===== config.mk =====
export PLATFORM = sky130hd
export DESIGN_NAME = aes_state_collector_flat
export DESIGN_NICKNAME = d
export VERILOG_FILES = /design/src/rtl/aes_state_collector_if.sv /design/src/rtl/aes_state_collector.sv /design/src/flat_wrapper.sv
export SDC_FILE = /design/constraint.sdc
export NUM_CORES = 1
export LEC_CHECK = 0
export CORE_MARGIN = 2
export CORE_UTILIZATION = 35
export DETAILED_ROUTE_END_ITERATION = 8
export GPL_TIMING_DRIVEN = 0
export PLACE_DENSITY = 0.52
export SLEW_MARGIN = 20
export SYNTH_ARGS = -nofsm -noshare
export SYNTH_HDL_FRONTEND = slang
export SYNTH_SLANG_ARGS = --single-unit
export TNS_END_PERCENT = 10

===== constraint.sdc =====
create_clock -name clk -period 26.7 [get_ports clk]
set_input_delay 6.675 -clock clk [delete_from_list [all_inputs] [get_ports clk]]
set_output_delay 6.675 -clock clk [all_outputs]
set_load 0.005 [all_outputs]

===== src/rtl/aes_state_collector_if.sv =====
// Column-in / block-out handshake bundle for the AES state collector.
// The slave modport is the collector's view; the master modport drives it.
interface aes_state_collector_if #(
  parameter int unsigned DATA_WIDTH = 32,
  parameter int unsigned CNT_W      = 2
);
  logic                    col_valid;
  logic                    col_ready;
  logic [DATA_WIDTH-1:0]   col_data;
  logic                    col_last;
  logic                    out_valid;
  logic                    out_ready;
  logic [4*DATA_WIDTH-1:0] out_data;
  logic [CNT_W-1:0]        out_count;
  logic                    err;

  modport master (
    output col_valid, col_data, col_last, out_ready,
    input  col_ready, out_valid, out_data, out_count, err
  );

  modport slave (
    input  col_valid, col_data, col_last, out_ready,
    output col_ready, out_valid, out_data, out_count, err
  );
endinterface


===== src/rtl/aes_state_collector.sv =====
// Packs four 32-bit AES columns into a 128-bit state block and queues completed
// blocks in a small circular FIFO behind a valid/ready output.
module aes_state_collector #(
  parameter int unsigned DATA_WIDTH = 32,
  parameter int unsigned DEPTH      = 2,
  parameter int unsigned CNT_W      = 2
) (
  input logic                    clk,
  input logic                    rst,
  input logic                    flush,
  aes_state_collector_if.slave   bus
);
  localparam int unsigned PTR_W = $clog2(DEPTH);

  typedef logic [4*DATA_WIDTH-1:0] block_t;

  logic [1:0]            col_idx_q, col_idx_d;
  logic [DATA_WIDTH-1:0] slot_q [3];
  block_t                mem_q [DEPTH];
  logic [PTR_W-1:0]      rd_ptr_q, rd_ptr_d;
  logic [PTR_W-1:0]      wr_ptr_q, wr_ptr_d;
  logic [CNT_W-1:0]      count_q, count_d;
  logic                  err_q, err_d;

  logic empty, full, col_ready, pop, accept, push;

  assign empty  = (count_q == '0);
  assign full   = (count_q == CNT_W'(DEPTH));
  assign pop    = !empty && bus.out_ready && !flush;
  // Only the completing column can stall; a same-cycle pop frees the slot it needs.
  assign col_ready = flush || (col_idx_q != 2'd3) || !full || (!empty && bus.out_ready);
  assign accept = bus.col_valid && col_ready && !flush;
  assign push   = accept && (col_idx_q == 2'd3);

  always_comb begin
    col_idx_d = col_idx_q;
    rd_ptr_d  = rd_ptr_q;
    wr_ptr_d  = wr_ptr_q;
    count_d   = count_q;
    err_d     = err_q;
    if (flush) begin
      col_idx_d = 2'd0;
      rd_ptr_d  = '0;
      wr_ptr_d  = '0;
      count_d   = '0;
      err_d     = 1'b0;
    end else begin
      if (accept) begin
        if (col_idx_q == 2'd3) begin
          col_idx_d = 2'd0;
          if (!bus.col_last) err_d = 1'b1;
        end else if (bus.col_last) begin
          // Early last: drop the partial block and resynchronise on column 0.
          col_idx_d = 2'd0;
          err_d     = 1'b1;
        end else begin
          col_idx_d = col_idx_q + 2'd1;
        end
      end
      if (push) wr_ptr_d = wr_ptr_q + 1'b1;
      if (pop)  rd_ptr_d = rd_ptr_q + 1'b1;
      case ({push, pop})
        2'b10:   count_d = count_q + 1'b1;
        2'b01:   count_d = count_q - 1'b1;
        default: count_d = count_q;
      endcase
    end
  end

  always_ff @(posedge clk or posedge rst) begin
    if (rst) begin
      col_idx_q <= 2'd0;
      rd_ptr_q  <= '0;
      wr_ptr_q  <= '0;
      count_q   <= '0;
      err_q     <= 1'b0;
    end else begin
      col_idx_q <= col_idx_d;
      rd_ptr_q  <= rd_ptr_d;
      wr_ptr_q  <= wr_ptr_d;
      count_q   <= count_d;
      err_q     <= err_d;
    end
  end

  always_ff @(posedge clk or posedge rst) begin
    if (rst) begin
      for (int i = 0; i < 3; i++) slot_q[i] <= '0;
    end else if (accept) begin
      case (col_idx_q)
        2'd0:    slot_q[0] <= bus.col_data;
        2'd1:    slot_q[1] <= bus.col_data;
        2'd2:    slot_q[2] <= bus.col_data;
        default: ;
      endcase
    end
  end

  always_ff @(posedge clk or posedge rst) begin
    if (rst) begin
      for (int i = 0; i < int'(DEPTH); i++) mem_q[i] <= '0;
    end else if (push) begin
      mem_q[wr_ptr_q] <= {slot_q[0], slot_q[1], slot_q[2], bus.col_data};
    end
  end

  assign bus.col_ready = col_ready;
  assign bus.out_valid = !empty;
  assign bus.out_data  = empty ? '0 : mem_q[rd_ptr_q];
  assign bus.out_count = count_q;
  assign bus.err       = err_q;
endmodule


===== src/flat_wrapper.sv =====
// flat-port wrapper written by rule: the top's interface ports become plain ports
module aes_state_collector_flat 
#(
  parameter int unsigned DATA_WIDTH = 32,
  parameter int unsigned DEPTH      = 2,
  parameter int unsigned CNT_W      = 2
)
  (clk, rst, flush, bus_col_valid, bus_col_data, bus_col_last, bus_out_ready, bus_col_ready, bus_out_valid, bus_out_data, bus_out_count, bus_err);
  aes_state_collector_if #(.DATA_WIDTH(DATA_WIDTH), .CNT_W(CNT_W)) bus_i ();
  input logic clk;
  input logic rst;
  input logic flush;
  input wire logic [$bits(bus_i.col_valid)-1:0] bus_col_valid;
  input wire logic [$bits(bus_i.col_data)-1:0] bus_col_data;
  input wire logic [$bits(bus_i.col_last)-1:0] bus_col_last;
  input wire logic [$bits(bus_i.out_ready)-1:0] bus_out_ready;
  output wire logic [$bits(bus_i.col_ready)-1:0] bus_col_ready;
  output wire logic [$bits(bus_i.out_valid)-1:0] bus_out_valid;
  output wire logic [$bits(bus_i.out_data)-1:0] bus_out_data;
  output wire logic [$bits(bus_i.out_count)-1:0] bus_out_count;
  output wire logic [$bits(bus_i.err)-1:0] bus_err;
  assign bus_i.col_valid = bus_col_valid;
  assign bus_i.col_data = bus_col_data;
  assign bus_i.col_last = bus_col_last;
  assign bus_i.out_ready = bus_out_ready;
  assign bus_col_ready = bus_i.col_ready;
  assign bus_out_valid = bus_i.out_valid;
  assign bus_out_data = bus_i.out_data;
  assign bus_out_count = bus_i.out_count;
  assign bus_err = bus_i.err;
  aes_state_collector #(.DATA_WIDTH(DATA_WIDTH), .DEPTH(DEPTH), .CNT_W(CNT_W)) u_core (.clk(clk), .rst(rst), .flush(flush), .bus(bus_i));
endmodule

### Word-level counts from Yosys, hierarchy flattened

Cells that the tools add are included.

* flip-flop bits (word level): 359
* output and inout port bits: 133

* $add $sub $neg: 5
* magnitude comparators: 3
* eq/ne operators: 8
* multiplexer cells: 22
* bitwise operators: 2
* reductions and logical operators: 23

Operators by type and width (number)
* 128-bit 2-to-1 mux: 5
* 256-bit bitwise mux: 1
* 128-bit demux with 1-bit select: 1
* 2-bit 2-to-1 mux: 5
* 1-bit 2-to-1 mux: 9
* 2-bit equality test, second input constant: 4
* 1-bit logical AND: 6
* 2-bit AND reduction: 3
* 2-bit nonzero test: 3
* 3-bit nonzero test: 2
* 2-bit by 1-bit adder with 2-bit output, second input constant: 2
* 2-bit by 1-bit equality test with 1-bit output, second input constant: 2
* 2-bit >= comparator, second input constant: 2
* 2-bit logical NOT: 2
* 1-bit inverter with 2-bit output: 2
* 2-bit case mux with 2 select lines: 1
* 1-bit logical NOT: 3
* 1-bit logical OR: 3
* 3-bit inequality test, second input constant: 1
* 3-bit AND reduction: 1
* 1-bit adder, second input constant: 2
* 2-bit by 1-bit < comparator with 1-bit output, second input constant: 1
* 2-bit inequality test, second input constant: 1
* 2-bit by 1-bit subtractor with 2-bit output, second input constant: 1

### Longest topological paths before layout

* depth in word-level cells: 10
* depth in mapped cells: 6
* gate-level depth less buffers: 4

### Worst setup path before layout

Ideal clock, no wire load.

* path type: input to output
* start: in bus_out_ready
* end: out bus_col_ready
* arrival time: 7115 ps
* path slack: 12910 ps
* stages: 2
* cells stage by stage: nor4bb_1 -> nand2_1

* cells in the longest elaborated chain, start to end: 2

Ends and longest elaborated chain
* start: declaration: line flat_wrapper.sv:16 `input wire logic [$bits(bus_i.out_ready)-1:0] bus_out_ready;`
* 1-bit logical AND: line aes_state_collector.sv:31 `assign col_ready = flush || (col_idx_q != 2'd3) || !full || (!empty && bus.out_ready);`
* 1-bit logical OR: line aes_state_collector.sv:31
* end: declaration: line flat_wrapper.sv:17 `output wire logic [$bits(bus_i.col_ready)-1:0] bus_col_ready;`

Every way passes these cells.

### Final worst setup path

Same ends and word-level chain as after synthesis.

==> flow_metrics.tcl <==
set metrics [dict create \
    status "completed" \
    post_cts_resized 0 \
    hpwl_um 26900 \
    hold_class "reg -> reg" \
    finalHoldViolCount 0 \
    seq_area_frac_synth 0.583 \
    wl_um 40000 \
    htree_num_levels 2 \
    hold_start "u_core.mem_q[192]$_DFFE_PP0P_" \
    place.gp.congestion 0.720 \
    drtIter0Drc 401 \
    ctsHoldBuffers 0 \
    drive_above_1_share 0.353 \
    async_flop_share 1.00 \
    io_buffer_count 170 \
    grt_first_pass_wirelength_um 61300 \
    relSlewSlack 0.344 \
    dieArea_um2 45700 \
    track_usage 0.182 \
    area_delta_synth_final_pct 25.7 \
    r2r_end "u_core.slot_q[89]$_DFFE_PP0P_" \
    clkLatencyLatePin_ns 0.55 \
    grt_pass1_vias 9777 \
    initial_core_util 0.356 \
    synth_area_leaders "dfrtp_1 (58%), mux2_2 (25%), mux2i_1 (8.3%)" \
    antennaDiodeCount 0 \
    tns_ns 0 \
    io_pins 171 \
    synth_fp_nets 1123 \
    post_dp_cell_area_um2 18000 \
    fp.dieW_um 214 \
    antenna_found_initial 0 \
    synth.top_cell.area_share 0.583 \
    cts_root_buf "clkbuf_16" \
    drc_errors 0 \
    fin_ws_ns 11.52 \
    final_area_um2 19400 \
    cts_tree "done" \
    grt_overflow 0 \
    dp_slack_ns 11.57 \
    r2r_start "u_core.col_idx_q[0]$_DFFE_PP0P_" \
    synth-edff-count 0 \
    fin_crit_ns 15.18 \
    final_common_cell "dfrtp_1" \
    rrSetupSlack_ns 24.36 \
    rows 76 \
    postCtsSetupRepairBufs 0 \
    r2r_cells 6 \
    core-area_um2 43300 \
    max_freq_ghz 0.0659 \
    nFillCells 3984 \
    cp_max_fo 8 \
    required_ns 20.02 \
    path_class "in -> out" \
    syn_inst 1081 \
    crit_path_end_kind "output pin" \
    vias 9243 \
    power_density_nw_per_um2 64.5 \
    critPathLaunchType "input pin" \
    finalMaxSlewViolations 0 \
    numCtsBuffers 41 \
    nNetsFinal 1340 \
    ir_worst_vdd_uv 42.5 \
    rsz0062_at_grt "no" \
    setup_viol 0 \
    synth_seq_cells 359 \
    viasPerCell 4.82 \
    grt_max_degree 106 \
    hold_end "u_core.mem_q[192]$_DFFE_PP0P_" \
    maxCapViolCount 0 \
    clock_path_buffers 3 \
    ys.flop_type "dfrtp_1" \
    mostFrequentLayoutCells "dfrtp_1 (359), mux2_2 (346), clkdlybuf4s50_1 (170)" \
    cts.sinks 359 \
    clk_pin_slew_ns 0.05 \
    ant_nets 0 \
    post-route-period-util 0.569 \
    clock_skew_ns 0.0140 \
    avgRoutedWirePerCell_um 20.9 \
    yosys_warnings 0 \
    tightestPinTransition_ns 0.983 \
    die_height_um 214 \
    hold_path_depth 1 \
    synth.cell_area_um2 15400 \
    synth_top_area_cell "dfrtp_1" \
    ys_types 30 \
    synth_area_per_cell_um2 14.3 \
    p_leak_nw 8.63 \
    drtPass1Iterations 4 \
    cp.arrival_ns 8.51 \
]
[worst max-delay path by stage]
| stage | startpoint | slack, ns | end | depth (start not counted) |
|---|---|---|---|---|
| final | bus_out_ready | 11.52 | bus_col_ready | 4 |
| after global routing | bus_out_ready | 11.35 | bus_col_ready | 4 |
| after CTS | bus_out_ready | 11.57 | bus_col_ready | 4 |
| after detailed placement | bus_out_ready | 11.57 | bus_col_ready | 4 |
| after global placement | rst | 5.31 | u_core.mem_q[232]$_DFFE_PP0P_ | 2 |
| after floorplan | rst | 10.06 | u_core.bus.err$_DFFE_PP0P_ | 1 |
[routing by layer]
layer | vias to the layer above | routed length (µm) | GRT usage
li1 | 4217 | - | -
met1 | 4811 | 18900 | 0.253
met2 | 158 | 19000 | 0.295
met3 | 57 | 1370 | 0.0281
met4 | 0 | 743 | 0.0491
met5 | - | 0 | 0
[power breakdown]
| group | internal, mW | switching, mW | leakage (nW) | total (mW) |
|---|---|---|---|---|
| Sequential | 0.578 | 0.0232 | 4.87 | 0.601 |
| Clock | 0.354 | 0.231 | 0.702 | 0.585 |
| Combinational | 0.0348 | 0.0283 | 3.06 | 0.0631 |
[Yosys cell counts, types with 2 or more instances]
master,n
nor2_1,131
mux2_1,6
a21oi_1,3
o21ai_0,4
nor2b_1,2
nand3_1,2
buf_2,35
dfrtp_1,359
mux2_2,346
buf_6,13
xor2_1,2
and3_1,3
mux2i_1,128
clkbuf_1,20
inv_1,7
nand2_1,3
ha_1,4
[through the flow]
stage,hold WS [ns],instances,utilization,total power [mW]
finish,0.500,1916,0.448,1.25
global route,0.511,1916,0.448,1.30
CTS,0.505,1916,0.448,1.27
detailed placement,0.491,1840,0.415,0.676
global placement,0.482,1836,0.412,0.671
floorplan,0.471,1081,-,0.647
[critical path, cell delays in order]
cell,delay [ns]
clkdlybuf4s50_1,0.52
nor4bb_1,0.53
nand2_1,0.25
clkdlybuf4s50_1,0.53
[state kept, by name (all words and copies together), names as in the netlist]
| name | cells |
|---|---|
| u_core.bus.err | 1 |
| u_core.bus.out_count | 2 |
| u_core.col_idx_q | 2 |
| u_core.mem_q | 256 |
| u_core.rd_ptr_q | 1 |
| u_core.slot_q | 96 |
| u_core.wr_ptr_q | 1 |
[cell type report]
cell class	count	area (µm²)	area share
Multi-Input combinational cell	646	6000	0.310
Timing Repair Buffer	174	1810	0.0935
Inverter	7	33.8	0.00174
Clock buffer	56	1190	0.0617
Sequential cell	359	8980	0.464
Clock inverter	20	215	0.0111
Tap cell	585	732	0.0378
Buffer	69	400	0.0207
[cell families after synthesis]
family          count (synthesis)  synth area share
xor+xnor                        2           0.00114
fa+ha+maj                       4           0.00325
flops                         359             0.583
buf+inv                        76            0.0277
mux                           480             0.340
compound gates                 12           0.00512
simple gates                  148            0.0395
(Power assumes the default switching activity.)
